[config.mk]
export PLATFORM = sky130hd
export DESIGN_NAME = forward_unit
export DESIGN_NICKNAME = d
export VERILOG_FILES = /design/src/rtl/forward_unit.sv
export SDC_FILE = /design/constraint.sdc
export NUM_CORES = 1
export LEC_CHECK = 0
export CAP_MARGIN = 20
export CORE_AREA = 4 4 114 116
export CTS_BUF_LIST = sky130_fd_sc_hd__clkbuf_4 sky130_fd_sc_hd__clkbuf_8 sky130_fd_sc_hd__clkbuf_16
export DETAILED_ROUTE_END_ITERATION = 10
export DIE_AREA = 0 0 118 120
export DONT_BUFFER_PORTS = 1
export PLACE_DENSITY = 0.47
export SLEW_MARGIN = 20
export SYNTH_ARGS = -nofsm -noshare
export SYNTH_HDL_FRONTEND = slang
export SYNTH_SLANG_ARGS = --single-unit
[constraint.sdc]
create_clock -name clk_i -period 2.2 [get_ports clk_i]
set_input_delay 0.11 -clock clk_i [delete_from_list [all_inputs] [get_ports clk_i]]
set_output_delay 0.11 -clock clk_i [all_outputs]
set_load 0.03 [all_outputs]
[src/rtl/forward_unit.sv]
// Operand-forwarding and load-use stall unit for the ID stage of a 5-stage pipeline.
// Optional performance counters are enabled with `define FWD_PERF_CNT_EN.
module forward_unit (
    input  logic        clk_i,
    input  logic        reset_i,
    input  logic [31:0] inst_i,
    input  logic        re1_i,
    input  logic        re2_i,
    input  logic        id_valid_i,
    input  logic        id_we_i,
    input  logic [1:0]  id_wd_sel_i,
    input  logic        flush_i,
    input  logic [31:0] ex_alu_result_i,
    input  logic [31:0] ex_return_pc_i,
    input  logic [31:0] mem_alu_result_i,
    input  logic [31:0] mem_return_pc_i,
    input  logic [31:0] mem_rdata_i,
    input  logic [31:0] wb_wd_i,
    output logic        r1_select_o,
    output logic        r2_select_o,
    output logic [31:0] forward_data_1_o,
    output logic [31:0] forward_data_2_o,
    output logic        stall_o
`ifdef FWD_PERF_CNT_EN
    ,
    output logic [31:0] stall_cnt_o,
    output logic [31:0] fwd_cnt_o
`endif
);

    localparam logic [1:0] RETURN_PC  = 2'b00;
    localparam logic [1:0] ALU_RESULT = 2'b01;
    localparam logic [1:0] MEM_DATA   = 2'b10;

    typedef struct packed {
        logic       v;
        logic [4:0] rd;
        logic [1:0] wd_sel;
    } sb_entry_t;

    typedef struct packed {
        logic        hit;
        logic        stall;
        logic [31:0] data;
    } fwd_t;

    sb_entry_t ex_q, mem_q, wb_q;
    fwd_t      fwd_1, fwd_2;

    logic [4:0] rs1, rs2;
    assign rs1 = inst_i[19:15];
    assign rs2 = inst_i[24:20];

    logic unused_inst;
    assign unused_inst = ^{inst_i[31:25], inst_i[14:12], inst_i[6:0]};

    function automatic logic live(input sb_entry_t e, input logic [4:0] rs);
        return e.v && (e.rd != 5'd0) && (e.rd == rs);
    endfunction

    // Youngest matching entry wins; an EX load matches but cannot forward yet, so it stalls.
    function automatic fwd_t resolve(
        input logic [4:0]  rs,
        input logic        re,
        input sb_entry_t   ex_e,
        input sb_entry_t   mem_e,
        input sb_entry_t   wb_e,
        input logic [31:0] ex_alu,
        input logic [31:0] ex_pc,
        input logic [31:0] mem_alu,
        input logic [31:0] mem_pc,
        input logic [31:0] mem_rdata,
        input logic [31:0] wb_wd
    );
        fwd_t r;
        r = '0;
        if (re && rs != 5'd0) begin
            if (live(ex_e, rs)) begin
                unique case (ex_e.wd_sel)
                    ALU_RESULT: begin r.hit = 1'b1; r.data = ex_alu; end
                    RETURN_PC:  begin r.hit = 1'b1; r.data = ex_pc;  end
                    MEM_DATA:   r.stall = 1'b1;
                    default:    r.hit = 1'b1;
                endcase
            end else if (live(mem_e, rs)) begin
                r.hit = 1'b1;
                unique case (mem_e.wd_sel)
                    ALU_RESULT: r.data = mem_alu;
                    RETURN_PC:  r.data = mem_pc;
                    MEM_DATA:   r.data = mem_rdata;
                    default:    r.data = 32'd0;
                endcase
            end else if (live(wb_e, rs)) begin
                r.hit  = 1'b1;
                r.data = wb_wd;
            end
        end
        return r;
    endfunction

    always_comb begin
        // NOTE: every output gets a value on every path through this block, so no latch is inferred.
        fwd_1 = resolve(rs1, re1_i, ex_q, mem_q, wb_q, ex_alu_result_i, ex_return_pc_i,
                        mem_alu_result_i, mem_return_pc_i, mem_rdata_i, wb_wd_i);
        fwd_2 = resolve(rs2, re2_i, ex_q, mem_q, wb_q, ex_alu_result_i, ex_return_pc_i,
                        mem_alu_result_i, mem_return_pc_i, mem_rdata_i, wb_wd_i);
        r1_select_o      = fwd_1.hit;
        r2_select_o      = fwd_2.hit;
        forward_data_1_o = fwd_1.data;
        forward_data_2_o = fwd_2.data;
        stall_o          = id_valid_i && (fwd_1.stall || fwd_2.stall);
    end

    always_ff @(posedge clk_i or negedge reset_i) begin
        if (!reset_i) begin
            ex_q  <= '0;
            mem_q <= '0;
            wb_q  <= '0;
        end else begin
            // NOTE: non-blocking assignments let every stage read its predecessor's old value.
            wb_q  <= mem_q;
            mem_q <= ex_q;
            ex_q  <= '{v:      id_valid_i && id_we_i && !stall_o && !flush_i,
                       rd:     inst_i[11:7],
                       wd_sel: id_wd_sel_i};
        end
    end

`ifdef FWD_PERF_CNT_EN
    always_ff @(posedge clk_i or negedge reset_i) begin
        if (!reset_i) begin
            stall_cnt_o <= 32'd0;
            fwd_cnt_o   <= 32'd0;
        end else begin
            if (stall_o)                     stall_cnt_o <= stall_cnt_o + 32'd1;
            if (r1_select_o || r2_select_o)  fwd_cnt_o   <= fwd_cnt_o + 32'd1;
        end
    end
`endif

endmodule

==> results.py, run 1 <==
metrics = {
    "sta": {
        "drv_slew": 0,
        "rsz0062_at_grt": "true",
        "fin_crit_sh_pct": 117,
        "period_minus_slack_ns": 2.57,
        "setup_viol": 67,
        "max-slew-margin-rel_pct": 65.2,
        "worstMarginPinSlew_ns": 0.522,
        "hold_slack_ns": -0.00151,
        "setup_tns_ns": -18.83,
        "skew_ns": 0.00805,
        "fmax_ghz": 0.389,
        "worst_slack_ns": -0.372,
        "hold_viol": 1,
    },
    "setup_path": {
        "crit_arrival_ns": 2.46,
        "crit_path_frequent_cell": "buf_12",
        "crit_required_ns": 2.09,
        "r2r_start": "ex_q[3]$_DFF_PN0_",
        "critical-path-top-delay-family": "simple AND/OR/NAND/NOR gates",
        "critPathLaunchType": "flop",
        "cp_cell_sequence": "or4_4, o211ai_4, or2_4, buf_12, buf_12, nand3_2, a221oi_4, buf_6",
        "critPathCaptureType": "output port",
        "crit_start": "mem_q[3]$_DFF_PN0_",
        "cpMaxStageDelayCell": "or4_4",
        "critPathBufInv": 3,
        "cpPeakStageDelay_ns": 0.55,
        "worstSetupPathType": "reg -> out",
        "crit_path_max_fanout": 8,
    },
    "cts": {
        "cts_buffers": 3,
        "path_clk_slew_ns": 0.07,
        "cts_buffer_depth": 2,
        "cts.sinks": 22,
        "insertion_delay_ns": 0.26,
        "cts_root_buffer": "clkbuf_16",
        "cts_tree": "built",
        "h-tree-depth": 1,
    },
    "yosys": {
        "ys_seq_area_share_pct": 14.0,
        "synth_xor_area_share_pct": 6.70,
        "synth_cell_types": 36,
        "netlist_instances": 506,
        "syn-cell-area_sq_mm": 0.00392,
        "yosysWarnings": 0,
        "synth_mux_area_share_pct": 19.7,
        "syn_area_per_cell_sq_um": 7.75,
        "synth_enable_flop_cells": 0,
        "synth_compound_area_share_pct": 27.8,
        "synth_top_family_by_area": "compound AO/OA/AOI/OAI gates",
        "synth-async-reset-ratio_pct": 100,
        "synth-seq-cells": 22,
        "ys.flop_type": "dfrtp_1",
        "synth_fp_nets": 739,
        "synth_adder_area_share_pct": 0,
        "synth-simple-area-share_pct": 24.1,
    },
    "worst_hold_path": {
        "worstHoldStart": "id_we_i",
        "hold_class": "in -> reg",
    },
    "global_route": {
        "grt.total_usage_pct": 27.0,
        "antenna_found_initial": 0,
        "globalRouteOverflowTotal": 0,
        "grt_max_degree": 40,
        "grt_pass1_vias": 5040,
        "grt_pass1_wl_um": 30200,
    },
    "placement": {
        "dp_slack_ns": -0.133,
        "dpl.hpwl_um": 14300,
        "port_buffers": 0,
        "finalWeightedCongestion": 0.836,
        "dp.cells": 723,
    },
    "detailed_routing": {
        "vias": 4713,
        "drt_pre_antenna_iters": 4,
        "vias_per_cell": 6.19,
        "wirelength_um": 20500,
        "drt_iter0_markers": 281,
        "route.detailed.drc": 0,
        "drtAntennaViolNets": 0,
        "wl_per_cell_um": 26.9,
    },
    "pwr": {
        "power_density_mw_per_mm2": 232,
        "ir_drop_mv": 0.442,
        "finalPower_mw": 1.59,
        "power_leakage_nw": 2.32,
    },
    "die": {
        "core-area_sq_mm": 0.0119,
        "ios": 300,
        "rows": 40,
        "die_h_um": 120,
        "start_util_pct": 32.9,
        "dieWidth_um": 118,
        "die_area_sq_mm": 0.0142,
    },
    "cells_and_area": {
        "drive_above_1_share_pct": 52.2,
        "fillers": 1030,
        "syn_to_final_growth_pct": 74.8,
        "layoutNonFillerInstCount": 762,
        "final_nets": 849,
        "seq_area_sq_um": 553,
        "antennaDiodeCount": 0,
        "multi_input_area_sq_mm": 0.00418,
    },
    "job": {
        "max-cap-violations": 0,
    },
    "run_status": {
        "run_status": "complete, but fails checks",
        "violations": "negative hold slack, negative setup slack",
    },
}
==> through the flow <==
stage	hold WS (ns)	instance area, sq um	util, %
2_1_floorplan	-0.186	4570	-
3_3_place_gp	-0.185	5670	47.6
3_5_place_dp	-0.185	5670	47.6
4_1_cts	0.000166	6780	57.0
5_1_grt	0.00689	6850	57.5
6_report	-0.00151	6850	57.5
==> final timing paths <==
check | endpoint | slack [ns] | cells after the start
max | forward_data_2_o[25] | -0.37 | 8
min | ex_q[7]$_DFF_PN0_ | -0.002 | 2
max reg2reg | ex_q[7]$_DFF_PN0_ | 0.11 | 7
min reg2reg | mem_q[7]$_DFF_PN0_ | 0.43 | 0
max in group asynchronous | mem_q[1]$_DFF_PN0_ | 1.47 | 2
min in group asynchronous | mem_q[6]$_DFF_PN0_ | 0.36 | 2
==> cell type report <==
type                    count  area share (%)
clock inverters             1           0.438
flip-flops and latches     22            8.07
clock buffers               3            1.10
well taps                 147            2.68
multi-input cells         429            61.0
repair buffers            159            26.7
inverters                   1          0.0548
==> flip-flops by register name, indices dropped and copies added (netlist names) <==
name	cells
ex_q	8
mem_q	8
wb_q	6
==> cell families after synthesis <==
logic type	after synthesis
and+or+nand+nor	182
AOI/OAI and AO/OA	139
muxes	77
buffers and inverters	56
xor gates and xnor gates	30
DFF	22
==> placed cells by master (no fill, tap or decap), types with 2 or more instances in the layout <==
cell,n
mux2i_1,70
buf_6,70
buf_4,51
nand2_1,49
nand3_1,41
o21ai_0,33
or2_2,32
a221oi_4,28
a21oi_1,24
xnor2_1,22
dfrtp_1,20
buf_12,20
nand3_2,11
nor2b_2,11
a311oi_4,10
dlygate4sd3_1,10
a21oi_2,9
a311oi_2,9
o22ai_4,8
nor2b_1,8
mux2i_2,7
xor2_1,6
o22ai_2,6
or4_4,4
a221oi_2,4
nand2_2,4
clkbuf_16,4
nand4_1,3
or4_1,3
o21ai_4,3
nor2_4,3
buf_16,3
buf_8,3
o211ai_4,2
or2_4,2
nor4_4,2
nor2b_4,2
nand3_4,2
dfrtp_2,2
==> cells in the mapped netlist (3+ instances only) <==
library cell	instances	share of area [%]
or2_2	32	5.1
a221oi_2	15	5.7
xnor2_1	24	5.4
xor2_1	6	1.3
buf_4	4	0.77
a311oi_1	9	2.0
nor2_1	3	0.29
nand2_1	53	5.1
buf_2	18	2.3
a21oi_1	33	4.2
a221oi_1	17	3.8
a311oi_2	10	3.8
dfrtp_1	22	14
or4_1	5	0.96
mux2i_1	77	20
o22ai_1	14	2.2
clkbuf_1	26	2.5
o21ai_0	33	4.2
o21ai_1	3	0.38
buf_6	7	2.0
nor2b_1	21	3.4
nand3_1	54	6.9
nand4_1	3	0.48
==> layer usage <==
layer	global-route usage, %	share of wire (%)
met1	30.2	38
met2	51.0	53
met3	7.12	7.8
met4	6.01	1.9
met5	0	0
==> report_power, final <==
part           internal, mW  leakage (nW)  switching [mW]
Combinational         0.270          2.01           0.348
Sequential            0.425         0.260          0.0231
Clock                 0.362        0.0511           0.162
Total                  1.06          2.32           0.533
==> timing repair <==
item	4_1_cts	5_1_grt
buffers inserted	12	5
hold buffers	10	1
setup endpoints to repair	67	67
resized for setup	138	29
cloned	10	2
pin swaps	32	35
endpoints found under the hold margin	30	22
(Power assumes the default switching activity.)
==> run 2: changes to the inputs <==
==> constraint.sdc (replaced) <==
create_clock -name clk_i -period 3 [get_ports clk_i]
set_input_delay 0.15 -clock clk_i [delete_from_list [all_inputs] [get_ports clk_i]]
set_output_delay 0.15 -clock clk_i [all_outputs]
set_load 0.03 [all_outputs]
==> run 2 against run 1 <==
Compared with the run above: the flow now finishes without violations; hold slack gained 0.028 ns; die area is the same; critical path depth shrank 1; sequential cell count is the same; sequential power shrank 21%.
==> results.py, run 2 (synthesized netlist as in run 1, its figures left out) <==
metrics = {
    "run_status": {
        "run_status": "finished, final reports clean",
    },
    "placement": {
        "port_buffers": 0,
        "finalWeightedCongestion": 0.902,
        "dpl-instance-area_sq_mm": 0.00457,
        "dpl.hpwl_um": 13100,
    },
    "global_route": {
        "grt_pass1_vias": 4396,
        "grt_pass1_wl_um": 25800,
        "globalRouteOverflowTotal": 0,
        "antenna_found_initial": 0,
        "grt_max_degree": 42,
        "grt.total_usage_pct": 22.5,
    },
    "cts": {
        "cts_setup_buffers": 0,
        "cts_buffers": 3,
        "cts_resized": 0,
        "cts_root_buffer": "clkbuf_16",
        "cts_tree": "built",
        "cts_buffer_depth": 2,
        "cts.hold.buffers_added": 9,
        "insertion_delay_ns": 0.25,
        "path_clk_slew_ns": 0.06,
        "cts.sinks": 22,
        "h-tree-depth": 1,
    },
    "detailed_routing": {
        "vias_per_cell": 6.20,
        "drtAntennaViolNets": 0,
        "drt_pre_antenna_iters": 5,
        "vias": 4317,
        "drt_iter0_markers": 316,
        "wirelength_um": 17300,
        "route.detailed.drc": 0,
        "wl_per_cell_um": 24.9,
    },
    "cells_and_area": {
        "mostFrequentLayoutCells": "80 x buf_4, 77 x mux2i_1, 54 x nand3_1",
        "mostFrequentLayoutCell": "buf_4",
        "fin_area_sq_mm": 0.00475,
        "fillers": 1237,
        "drive_above_1_share_pct": 29.5,
        "multi_input_area_sq_mm": 0.00312,
        "seq_area_sq_um": 554,
        "syn_to_final_growth_pct": 21.0,
        "antennaDiodeCount": 0,
        "top_regs": "ex_q x8, mem_q x8, wb_q x6",
        "final_nets": 783,
        "postLayoutCoreUtil_pct": 39.8,
    },
    "setup_path": {
        "cpMaxStageDelayCell": "or4_4",
        "critical-path-top-delay-family": "simple AND/OR/NAND/NOR gates",
        "worstSetupPathType": "reg -> out",
        "crit_required_ns": 2.85,
        "critPathLaunchType": "flop",
        "rr_worst_depth": 6,
        "critPathBufInv": 2,
        "crit_path_max_fanout": 15,
        "cp_cell_sequence": "or4_4, o2111ai_2, or2_1, buf_12, nand3_1, a311oi_1, buf_4",
        "path_depth": 7,
        "cpPeakStageDelay_ns": 0.57,
        "crit_arrival_ns": 2.68,
        "critPathCaptureType": "output port",
    },
    "die": {
        "die_area_sq_mm": 0.0142,
        "start_util_pct": 32.9,
        "core-area_sq_mm": 0.0119,
        "rows": 40,
        "dieWidth_um": 118,
        "ios": 300,
        "die_h_um": 120,
    },
    "sta": {
        "drv_slew": 0,
        "max-slew-margin-rel_pct": 36.7,
        "setup_viol": 0,
        "rsz0062_at_grt": "false",
        "skew_ns": 0.00211,
        "fmax_ghz": 0.354,
        "setup_tns_ns": 0,
        "hold_viol": 0,
        "fin_crit_sh_pct": 94.2,
        "period_minus_slack_ns": 2.83,
        "worstMarginPinSlew_ns": 0.947,
    },
    "worst_hold_path": {
        "min_path_cells": 2,
        "hold_class": "in -> reg",
    },
    "job": {
        "max-cap-violations": 0,
    },
    "pwr": {
        "power_leakage_nw": 1.69,
        "power_density_mw_per_mm2": 201,
        "finalPower_mw": 0.955,
        "ir_drop_mv": 0.302,
    },
}
==> run 2: changes by cell type in the layout (fill, tap and decap cells not counted), sizes merged <==
| cell | delta |
|---|---|
| buf | -63 |
| dlygate4sd3 | -1 |
| or4 | -1 |
| bufinv | -1 |
==> run 2: metrics by stage <==
| stage | hold WS [ns] | cells | worst slack [ns] |
|---|---|---|---|
| floorplan | -0.146 | 506 | 0.474 |
| detailed placement | -0.145 | 683 | 0.453 |
| finish | 0.0265 | 696 | 0.174 |
| global placement | -0.145 | 683 | 0.490 |
| CTS | 0.0319 | 696 | 0.172 |
| global route | 0.0482 | 696 | 0.0162 |
==> run 2: cell type report <==
class	count	share of cell area (%)
Inverter	1	0.0791
Clock buffer	4	1.87
Timing Repair Buffer	94	16.7
Tap cell	147	3.88
Multi-Input combinational cell	428	65.8
Sequential cell	22	11.7
==> run 2: power breakdown <==
part	internal (mW)	leakage, nW	switching (mW)
logic	0.143	1.39	0.160
clock network	0.203	0.0442	0.0973
registers	0.312	0.259	0.0400
total	0.658	1.69	0.297
==> run 2: final timing paths <==
check                                   start                  end  slack (ns)
min reg2reg                mem_q[7]$_DFF_PN0_    wb_q[7]$_DFF_PN0_        0.45
max                        mem_q[3]$_DFF_PN0_  forward_data_1_o[2]        0.17
min in group asynchronous             reset_i    ex_q[3]$_DFF_PN0_        0.49
min                                id_valid_i    ex_q[7]$_DFF_PN0_        0.03
max in group asynchronous             reset_i   mem_q[1]$_DFF_PN0_        1.87
max reg2reg                 ex_q[3]$_DFF_PN0_    ex_q[7]$_DFF_PN0_        0.79
==> run 2: per-layer routing <==
layer | vias up | share of wire, % | global-route usage, % | wire (um)
li1 | 1986 | - | - | -
met5 | - | 0 | 0 | 0
met4 | 0 | 1.0 | 3.66 | 176
met2 | 238 | 50 | 39.8 | 8690
met3 | 16 | 7.8 | 4.71 | 1360
met1 | 2077 | 41 | 28.7 | 7070
==> run 3: changes to the inputs <==
--- a/config.mk
+++ b/config.mk
@@ -5,13 +5,15 @@
 export SDC_FILE = /design/constraint.sdc
 export NUM_CORES = 1
 export LEC_CHECK = 0
+export ABC_AREA = 1
 export CAP_MARGIN = 20
-export CORE_AREA = 4 4 114 116
+export CORE_AREA = 4 4 115 117
 export CTS_BUF_LIST = sky130_fd_sc_hd__clkbuf_4 sky130_fd_sc_hd__clkbuf_8 sky130_fd_sc_hd__clkbuf_16
 export DETAILED_ROUTE_END_ITERATION = 10
-export DIE_AREA = 0 0 118 120
+export DIE_AREA = 0 0 119 121
 export DONT_BUFFER_PORTS = 1
-export PLACE_DENSITY = 0.47
+export PLACE_DENSITY = 0.53
+export RECOVER_POWER = 100
 export SLEW_MARGIN = 20
 export SYNTH_ARGS = -nofsm -noshare
 export SYNTH_HDL_FRONTEND = slang
==> run 3 against run 2 <==
Compared with the run above: final cell count increased by 65%; combinational power is 38% higher; clock skew down 0.00066 ns; design area rose by 8.6%; die area grew 1.7%; hold slack hardly changed; count of clock-buffer cells in the layout unchanged; maximum frequency is 3.3% higher; non-clock buffer count shrank 7; sequential power decreased by 6.8%; largest power group is now combinational logic.
==> results.py, run 3 <==
metrics = {
    "placement": {
        "dp_slack_ns": 0.650,
        "dp.cells": 1135,
        "port_buffers": 0,
        "dpl.hpwl_um": 15700,
        "finalWeightedCongestion": 0.902,
    },
    "setup_path": {
        "critPathCaptureType": "output port",
        "crit_start": "wb_q[5]$_DFF_PN0_",
        "critPathLaunchType": "flop",
        "worstSetupPathType": "reg -> out",
        "cp_cell_sequence": "xnor2_1, nand2_1, inv_1, clkbuf_2, nand3_1, nor2_1, nor2_1, nor2_1, clkbuf_1",
        "crit_path_max_fanout": 17,
        "crit_required_ns": 2.85,
        "cpMaxStageDelayCell": "inv_1",
        "crit_path_frequent_cell": "nor2_1",
        "rr_worst_depth": 9,
        "cpPeakStageDelay_ns": 0.48,
        "r2r_start": "ex_q[5]$_DFF_PN0_",
        "crit_arrival_ns": 2.58,
    },
    "yosys": {
        "synth_xor_area_share_pct": 3.19,
        "synth_mux_area_share_pct": 0,
        "ys_seq_area_share_pct": 11.8,
        "synth_fp_nets": 1185,
        "syn-cell-area_sq_mm": 0.00467,
        "synth-async-reset-ratio_pct": 100,
        "synth-seq-cells": 22,
        "synth_cell_types": 32,
        "yosysTopAreaCell": "nand3_1",
        "synth.most_common_cell": "nand2_1",
        "synth_enable_flop_cells": 0,
        "ys.flop_type": "dfrtp_1",
        "synth_top_family_by_area": "simple AND/OR/NAND/NOR gates",
        "yosysWarnings": 0,
        "synth_adder_area_share_pct": 0,
        "netlist_instances": 952,
        "synth_compound_area_share_pct": 9.81,
        "syn_area_per_cell_sq_um": 4.90,
        "synth-simple-area-share_pct": 60.2,
        "synthTopCellsByCount": "247 x nand2_1, 203 x nand3_1, 197 x nor2_1",
        "synthTopCellsByArea": "nand3_1 22%, nand2_1 20%, nor2_1 16%",
        "yosys.area.top_type_share_pct": 21.8,
    },
    "cells_and_area": {
        "top_regs": "ex_q x8, mem_q x8, wb_q x6",
        "syn_to_final_growth_pct": 10.4,
        "antennaDiodeCount": 0,
        "mostFrequentLayoutCell": "nand2_1",
        "final_nets": 1210,
        "postLayoutCoreUtil_pct": 41.7,
        "drive_above_1_share_pct": 7.68,
        "mostFrequentLayoutCells": "247 x nand2_1, 203 x nand3_1, 193 x nor2_1",
        "layoutNonFillerInstCount": 1148,
    },
    "die": {
        "start_util_pct": 37.7,
        "die_h_um": 121,
        "ios": 300,
        "dieWidth_um": 119,
        "rows": 41,
        "die_area_sq_mm": 0.0144,
        "core-area_sq_mm": 0.0124,
    },
    "pwr": {
        "power_frac_comb_pct": 39.6,
        "power_density_mw_per_mm2": 205,
        "switching_share_pct": 39.9,
        "clockPowerShare_pct": 29.3,
        "seq_power_share_pct": 31.0,
        "internal_power_mw": 0.635,
        "power_leakage_nw": 2.72,
        "ir_drop_mv": 0.308,
        "netSwitchingPower_mw": 0.422,
    },
    "sta": {
        "fmax_ghz": 0.366,
        "setup_viol": 0,
        "worstMarginPinSlew_ns": 1.23,
        "rsz0062_at_grt": "false",
        "hold_viol": 0,
        "fin_crit_sh_pct": 91.2,
        "setup_tns_ns": 0,
        "drv_slew": 0,
        "period_minus_slack_ns": 2.73,
        "worst_slack_ns": 0.265,
        "skew_ns": 0.00145,
        "max-slew-margin-rel_pct": 17.8,
    },
    "cts": {
        "path_clk_slew_ns": 0.06,
        "h-tree-depth": 1,
        "cts.sinks": 22,
        "cts_setup_buffers": 0,
        "insertion_delay_ns": 0.25,
        "cts_buffer_depth": 2,
        "cts_tree": "built",
        "cts_root_buffer": "clkbuf_16",
        "cts_buffers": 3,
    },
    "global_route": {
        "antenna_found_initial": 0,
        "grt_pass1_wl_um": 30100,
        "grt_max_degree": 35,
        "grt.total_usage_pct": 26.2,
        "grt_pass1_vias": 5201,
        "globalRouteOverflowTotal": 0,
    },
    "worst_hold_path": {
        "hold_class": "in -> reg",
        "worstHoldStart": "id_valid_i",
        "min_path_cells": 2,
    },
    "detailed_routing": {
        "wirelength_um": 20300,
        "wl_per_cell_um": 17.7,
        "drt_pre_antenna_iters": 5,
        "drt_iter0_markers": 554,
        "drtAntennaViolNets": 0,
        "vias_per_cell": 5.30,
        "route.detailed.drc": 0,
        "vias": 6080,
    },
    "job": {
        "max-cap-violations": 0,
    },
    "run_status": {
        "run_status": "finished, final reports clean",
    },
}
-- run 3: cell count changes after synthesis, sizes merged, moves of 13 or more --
cell    previous run  this run
a311oi            19         0
o21ai             36        85
a221oi            32         0
or2               35         2
mux2i             77         0
o22ai             14         1
nand2             53       249
inv                1        93
nor2               3       200
a21oi             33         3
nor2b             21         0
nand3             54       205
-- run 3: stage by stage --
stage / total power [mW] / hold slack [ns] / area, sq um
global route: 1.13 / 0.0261 / 5150
floorplan: 0.620 / -0.146 / 4670
finish: 1.06 / 0.0269 / 5150
detailed placement: 0.734 / -0.145 / 5140
CTS: 1.06 / 0.0313 / 5310
global placement: 0.731 / -0.145 / 5140
-- run 3: timing repair --
| action | in CTS | in global routing |
|---|---|---|
| hold buffers | 8 | 1 |
| hold endpoints to repair | 29 | 22 |
| gates resized for setup | 0 | 0 |
-- run 3: final cells by class --
cell class | count | area (sq um)
well taps | 172 | 215
flip-flops and latches | 22 | 551
repair buffers | 87 | 513
multi-input cells | 769 | 3430
clock buffers | 4 | 88.8
fillers | 1432 | 7210
inverters | 94 | 353
-- run 3: worst paths after layout --
check	to	slack (ns)
max in group asynchronous	wb_q[5]$_DFF_PN0_	1.60
min in group asynchronous	ex_q[4]$_DFF_PN0_	0.67
worst max register to register	ex_q[7]$_DFF_PN0_	1.52
worst min-delay path	ex_q[7]$_DFF_PN0_	0.03
worst min register to register	mem_q[7]$_DFF_PN0_	0.39
worst max-delay path	forward_data_2_o[25]	0.27
-- run 3: routing by layer --
layer  vias up  global-route usage [%]  part of all wire, %
met5         -                       0                    0
met4         0                    2.90                  1.2
met3        18                    4.38                   10
met2       355                    42.6                   45
met1      2653                    37.6                   44
li1       3054                       -                    -
-- run 3: cells by family after synthesis --
| logic type | count (synthesis) |
|---|---|
| and+or+nand+nor | 662 |
| buffers and inverters | 161 |
| AOI/OAI and AO/OA | 90 |
| DFF | 22 |
| xor gates and xnor gates | 17 |
-- run 3: power by group through the flow --
stage | sequential (mW) | combinational (mW) | clock [mW]
2_1_floorplan | 0.328 | 0.292 | 0
3_3_place_gp | 0.333 | 0.398 | 0
3_5_place_dp | 0.333 | 0.400 | 0
4_1_cts | 0.328 | 0.416 | 0.316
5_1_grt | 0.330 | 0.466 | 0.334
6_report | 0.328 | 0.419 | 0.310
-- run 3: critical path, delay by kind of cell (launching register included) --
| family | cells | cell delay, ns |
|---|---|---|
| xor+xnor | 1 | 0.17 |
| buf+inv | 3 | 1.24 |
| flops | 1 | 0.40 |
| simple gates | 5 | 0.52 |
